==> config.mk <==
export PLATFORM = sky130hd
export DESIGN_NAME = debug_dump_unit
export DESIGN_NICKNAME = d
export VERILOG_FILES = /design/src/rtl/debug_dump_unit.sv
export SDC_FILE = /design/constraint.sdc
export NUM_CORES = 2
export LEC_CHECK = 0
export ABC_AREA = 1
export BUFFER_PORTS_ARGS = -buffer_cell sky130_fd_sc_hd__buf_2
export CAP_MARGIN = 5
export CORE_MARGIN = 3
export CORE_UTILIZATION = 38
export CTS_BUF_LIST = sky130_fd_sc_hd__clkbuf_4 sky130_fd_sc_hd__clkbuf_8
export DETAILED_ROUTE_END_ITERATION = 12
export PLACE_DENSITY = 0.63
export SETUP_SLACK_MARGIN = 0.5
export SKIP_LAST_GASP = 1
export SLEW_MARGIN = 20
export SYNTH_ARGS = -nofsm -noshare
export SYNTH_HDL_FRONTEND = slang
export SYNTH_SLANG_ARGS = --single-unit
==> constraint.sdc <==
create_clock -name clk -period 5.2 [get_ports clk]
set_input_delay 0 -clock clk [delete_from_list [all_inputs] [get_ports clk]]
set_output_delay 0 -clock clk [all_outputs]
set_load 0.02 [all_outputs]
==> src/rtl/debug_dump_unit.sv <==
// debug_dump_unit: snapshots FR/RAM words and streams them over the UART
// tx FIFO as a framed packet (header, payload LSB-first, XOR checksum).
// Ports:
//   clk, rst (async, active-low)
//   fin, db_mode                  halt flag and auto-dump enable
//   datoFR/datoRAM, direccionFR/direccionRAM    pipeline debug read ports
//   rx_empty, r_data, rd_uart     host command FIFO
//   tx_full, wr_uart, w_data      packet output FIFO
//   busy, done                    dump status
module debug_dump_unit #(
   parameter int         DATA_W    = 32,
   parameter int         FR_DEPTH  = 32,
   parameter int         FR_AW     = 5,
   parameter int         RAM_DEPTH = 32,
   parameter int         RAM_AW    = 32,
   parameter int         READ_LAT  = 1,
   parameter logic [7:0] HDR_BYTE  = 8'hA5
) (
   input  logic              clk,
   input  logic              rst,
   input  logic              fin,
   input  logic              db_mode,
   input  logic [DATA_W-1:0] datoFR,
   input  logic [DATA_W-1:0] datoRAM,
   output logic [FR_AW-1:0]  direccionFR,
   output logic [RAM_AW-1:0] direccionRAM,
   input  logic              rx_empty,
   input  logic [7:0]        r_data,
   output logic              rd_uart,
   input  logic              tx_full,
   output logic              wr_uart,
   output logic [7:0]        w_data,
   output logic              busy,
   output logic              done
);

   localparam int N       = (FR_DEPTH > RAM_DEPTH) ? FR_DEPTH : RAM_DEPTH;
   localparam int TOT     = FR_DEPTH + RAM_DEPTH;
   localparam int BPW     = DATA_W / 8;
   localparam int CAP_LEN = N + READ_LAT;
   localparam int CMAX    = (CAP_LEN > TOT) ? CAP_LEN : TOT;
   localparam int CW      = $clog2(CMAX + 1);
   localparam int BW      = (BPW > 1) ? $clog2(BPW) : 1;
   localparam int IW      = (TOT > 1) ? $clog2(TOT) : 1;

   localparam logic [2:0] ST_IDLE = 3'd0;
   localparam logic [2:0] ST_CAP  = 3'd1;
   localparam logic [2:0] ST_HDR  = 3'd2;
   localparam logic [2:0] ST_DATA = 3'd3;
   localparam logic [2:0] ST_SUM  = 3'd4;
   localparam logic [2:0] ST_DONE = 3'd5;

   logic [2:0]        state_q, state_d;
   logic [CW-1:0]     cnt_q, cnt_d;
   logic [BW-1:0]     byte_q, byte_d;
   logic [7:0]        sum_q, sum_d;
   logic              fin_q, fin_d;
   logic              arm_q, arm_d;

   logic [DATA_W-1:0] buf_q [TOT];

   logic              idle_like;
   logic              sending;
   logic              trig;
   logic              fin_edge;
   logic              cmd_hit;
   logic [CW-1:0]     fr_a, ram_a;
   logic [CW-1:0]     k;
   logic              samp;
   logic              fr_we, ram_we;
   logic [IW-1:0]     fr_idx, ram_idx;
   logic [DATA_W-1:0] cur_word;
   logic [7:0]        cur_byte;

   always_comb begin
      idle_like = (state_q == ST_IDLE) || (state_q == ST_DONE);
      sending   = (state_q == ST_HDR) || (state_q == ST_DATA) ||
                  (state_q == ST_SUM);
      busy      = (state_q != ST_IDLE) && (state_q != ST_DONE);
      done      = (state_q == ST_DONE);

      // arm_q masks the first cycle after reset so a fin already high
      // is not mistaken for a fresh rising edge
      fin_edge  = fin && !fin_q && arm_q && db_mode;
      cmd_hit   = !rx_empty && (r_data == 8'h44);
      rd_uart   = idle_like && !rx_empty;
      trig      = idle_like && (fin_edge || cmd_hit);

      fr_a  = (cnt_q > CW'(FR_DEPTH - 1)) ? CW'(FR_DEPTH - 1) : cnt_q;
      ram_a = (cnt_q > CW'(RAM_DEPTH - 1)) ? CW'(RAM_DEPTH - 1) : cnt_q;
      direccionFR  = '0;
      direccionRAM = '0;
      if (state_q == ST_CAP) begin
         direccionFR  = FR_AW'(fr_a);
         direccionRAM = RAM_AW'(ram_a);
      end

      // data arriving now belongs to the address driven READ_LAT ago
      k       = cnt_q - CW'(READ_LAT);
      samp    = (state_q == ST_CAP) && (cnt_q >= CW'(READ_LAT));
      fr_we   = samp && (k < CW'(FR_DEPTH));
      ram_we  = samp && (k < CW'(RAM_DEPTH));
      fr_idx  = IW'(k);
      ram_idx = IW'(k + CW'(FR_DEPTH));

      cur_word = buf_q[IW'(cnt_q)];
      cur_byte = 8'(cur_word >> {byte_q, 3'b000});

      wr_uart = sending && !tx_full;
      w_data  = 8'h00;
      unique case (1'b1)
         state_q == ST_HDR:  w_data = HDR_BYTE;
         state_q == ST_DATA: w_data = cur_byte;
         state_q == ST_SUM:  w_data = sum_q;
         default:            w_data = 8'h00;
      endcase

      state_d = state_q;
      cnt_d   = cnt_q;
      byte_d  = byte_q;
      sum_d   = sum_q;
      fin_d   = fin;
      arm_d   = 1'b1;

      unique case (state_q)
         ST_IDLE, ST_DONE: begin
            if (trig) begin
               state_d = ST_CAP;
               cnt_d   = '0;
               byte_d  = '0;
               sum_d   = 8'h00;
            end
         end
         ST_CAP: begin
            if (cnt_q == CW'(CAP_LEN - 1)) begin
               state_d = ST_HDR;
               cnt_d   = '0;
               byte_d  = '0;
            end else begin
               cnt_d = cnt_q + 1'b1;
            end
         end
         ST_HDR: begin
            if (!tx_full) state_d = ST_DATA;
         end
         ST_DATA: begin
            if (!tx_full) begin
               sum_d = sum_q ^ cur_byte;
               if (byte_q == BW'(BPW - 1)) begin
                  byte_d = '0;
                  if (cnt_q == CW'(TOT - 1)) state_d = ST_SUM;
                  else cnt_d = cnt_q + 1'b1;
               end else begin
                  byte_d = byte_q + 1'b1;
               end
            end
         end
         ST_SUM: begin
            if (!tx_full) state_d = ST_DONE;
         end
         default: state_d = ST_IDLE;
      endcase
   end

   always_ff @(posedge clk or negedge rst) begin
      if (!rst) begin
         state_q <= ST_IDLE;
         cnt_q   <= '0;
         byte_q  <= '0;
         sum_q   <= 8'h00;
         fin_q   <= 1'b0;
         arm_q   <= 1'b0;
      end else begin
         state_q <= state_d;
         cnt_q   <= cnt_d;
         byte_q  <= byte_d;
         sum_q   <= sum_d;
         fin_q   <= fin_d;
         arm_q   <= arm_d;
      end
   end

   always_ff @(posedge clk) begin
      if (fr_we)  buf_q[fr_idx]  <= datoFR;
      if (ram_we) buf_q[ram_idx] <= datoRAM;
   end

endmodule
==> results_dict.tcl <==
set metrics [dict create \
    antenna_found_initial 12 \
    crit_family "buffers and inverters" \
    ys.flop_type "edfxtp_1" \
    antenna_left 0 \
    yosysUniqueCellTypes 36 \
    cts_num_sinks 2070 \
    tns_ps 0 \
    tightest_slew_ps 1130 \
    cts_buffer_depth 4 \
    grt_max_degree 198 \
    track_usage 0.236 \
    vias 76578 \
    dr.pass1.iters 7 \
    avgSynthCellArea_sq_um 8.86 \
    status "completed" \
    core_area_sq_um 266000 \
    syn_to_final_growth_pct 6.82 \
    cts_buffers 359 \
    synthTopCellsByCount "nand2_1 (3,148), edfxtp_1 (2,048), clkbuf_1 (1,427), nor2_1 (1,117), o21ai_1 (1,060)" \
    gp_congestion 0.855 \
    synth_cells 11536 \
    cts_root_buffer "clkbuf_8" \
    io_pins 127 \
    crit_type "flip-flop to primary output" \
    powerDensity_nw_per_um2 429 \
    path_cells "inv_16, buf_12, nor2_1, o21ai_0, nand2_1, nand2_1, inv_1, a21oi_1, nor2_1, nand2_1, nand3_1, nand2_1, nand2_1, o21ai_0, buf_2" \
    maxSlewViolCount 0 \
    grt_setup_unrepaired "yes" \
    hp-start "datoRAM[17]" \
    portBuffers 99 \
    synth_top_area_cell "edfxtp_1" \
    total_power_uw 46800 \
    hpwl_microns 170000 \
    placed_cell_area_sq_um 101000 \
    clock_skew_ps 86.3 \
    period_share 0.909 \
    setup_viol 0 \
    r2r_start "cnt_q[0]" \
    synth_top_area_share 0.602 \
    ir_worst_vdd_mv 0.365 \
    crit_path_end_kind "primary output" \
    routed_wl_microns 336000 \
    arrival_ps 4730 \
    synth-seq-cells 2070 \
    cts_tree "done" \
    slowest_delay_ps 540 \
    vias_per_cell 5.42 \
    die_w_microns 525 \
    wl_met1_microns 128000 \
    yosysWarningCount 0 \
    synth_edf_count 2048 \
    clk_pin_slew_worst_paths_ps 70 \
    htree_levels 5 \
    cp-start-kind "flip-flop" \
    layout.nets 10427 \
    drive_gt1_frac 0.0929 \
    start_util 0.384 \
    critPathSlowestCell "dfrtp_4" \
    fp.dieArea_sq_um 275000 \
    wl_met2_microns 151000 \
    max_slew_margin 0.246 \
    cap_violations 0 \
    grt_pass1_vias 71994 \
    yosysMostFrequentCell "nand2_1" \
    design_area_sq_um 109000 \
    path_buf_inv 4 \
    max_freq_ghz 0.212 \
    whs_ps 82.5 \
    p_leak_uw 0.0432 \
    drtIter0Drc 11352 \
    period_minus_slack_ps 4730 \
    cp-startpoint "cnt_q[0]" \
    hold_viol_final 0 \
    cpMostUsedCell "nand2_1" \
    num_rows 189 \
    netlist_area_sq_um 102000 \
    crit_fanout 130 \
    drc 0 \
    synthArstFlopShare 0.0106 \
    clk_latency_ps 1120 \
    met3WireLength_microns 38900 \
    hold_path.class "input port to flip-flop" \
    ys_seq_area_frac 0.607 \
    top_layer "met5" \
    grt_pass1_wl_microns 487000 \
    fp.dieH_microns 525 \
    required_ps 5200 \
    wl_per_cell_microns 23.8 \
    final_util 0.410 \
    grt-ovfl-total 0 \
    synthTopCellsByArea "edfxtp_1 (60%), nand2_1 (12%), clkbuf_1 (5.2%)" \
]
==> state kept, by name, summed over array words and instances, names as in the netlist <==
| register | flops |
|---|---|
| arm_q | 1 |
| buf_q | 2048 |
| byte_q | 2 |
| cnt_q | 7 |
| fin_q | 1 |
| state_q | 3 |
| sum_q | 8 |
==> placed cells by master (no fill, tap or decap), types with 95 or more instances in the layout <==
cell / instances
edfxtp_1: 2048
o21ai_1: 1060
nand2_1: 3148
nor2_1: 1113
inv_1: 640
buf_2: 98
clkbuf_8: 378
nand3_1: 571
clkbuf_4: 119
dlygate4sd3_1: 97
buf_4: 147
o21ai_0: 590
o211ai_1: 95
==> kinds of logic after synthesis <==
| family | synth area share |
|---|---|
| AOI/OAI and AO/OA | 0.0926 |
| adders and majority gates | 0.000490 |
| DFF | 0.607 |
| buffers and inverters | 0.108 |
| muxes | 0.000110 |
| xor gates and xnor gates | 0.000171 |
| other | 0.0000735 |
| and+or+nand+nor | 0.191 |
==> worst reg2reg max path, delay by kind of cell, from the launching register on <==
family	cells	cell delay [ps]
multiplexers	1	290
adder cells (fa/ha/maj)	1	470
buffers and inverters	5	1780
AO/OA/AOI/OAI	2	340
flip-flops	1	500
AND/OR/NAND/NOR	3	690
==> path summary, 6_finish.rpt <==
path / endpoint / slack [ps] / depth (start not counted)
max: w_data[4] / 470 / 15
min: buf_q[63][17] / 80 / 5
max reg2reg: state_q[1] / 1010 / 12
min reg2reg: sum_q[1] / 550 / 2
max in group asynchronous: cnt_q[2] / 4450 / 5
min in group asynchronous: cnt_q[1] / 520 / 5
==> power by group <==
part           leakage (uW)  internal, uW  switching (uW)  total, uW
Sequential           0.0187         18500             141      18700
Combinational        0.0211          3770           10200      14000
Clock               0.00348          7580            6600      14200
==> area by class of cell <==
| cell class | instances | area, sq um |
|---|---|---|
| Inverter | 705 | 2700 |
| Antenna cell | 8 | 20.0 |
| Timing Repair Buffer | 421 | 4180 |
| Clock buffer | 497 | 6100 |
| Sequential cell | 2070 | 62100 |
| Clock inverter | 95 | 449 |
| Fill cell | 25752 | 157000 |
| Multi-Input combinational cell | 6788 | 29200 |
| Tap cell | 3533 | 4420 |
==> through the flow <==
| step | setup slack [ps] | instances |
|---|---|---|
| after global placement | 1430 | 13412 |
| after global routing | 380 | 14113 |
| after CTS | 522 | 14105 |
| after floorplan | 1300 | 11562 |
| after detailed placement | 1460 | 13412 |
| final | 474 | 14117 |
==> metal layers <==
layer / vias to the layer above / global-route usage
met5: - / 0
met4: 6 / 0.112
met3: 872 / 0.0473
met2: 4786 / 0.370
met1: 36399 / 0.313
li1: 34515 / -
==> repair_timing <==
item                                   4_1_cts  5_1_grt
cloned                                       0        2
pin swaps                                    1        0
setup buffers                                3        2
resized for setup                            1        7
hold buffers                                98        0
setup endpoints to repair                    4        6
endpoints found under the hold margin     2091        0
Note: power is estimated with default switching activity, not from simulation.
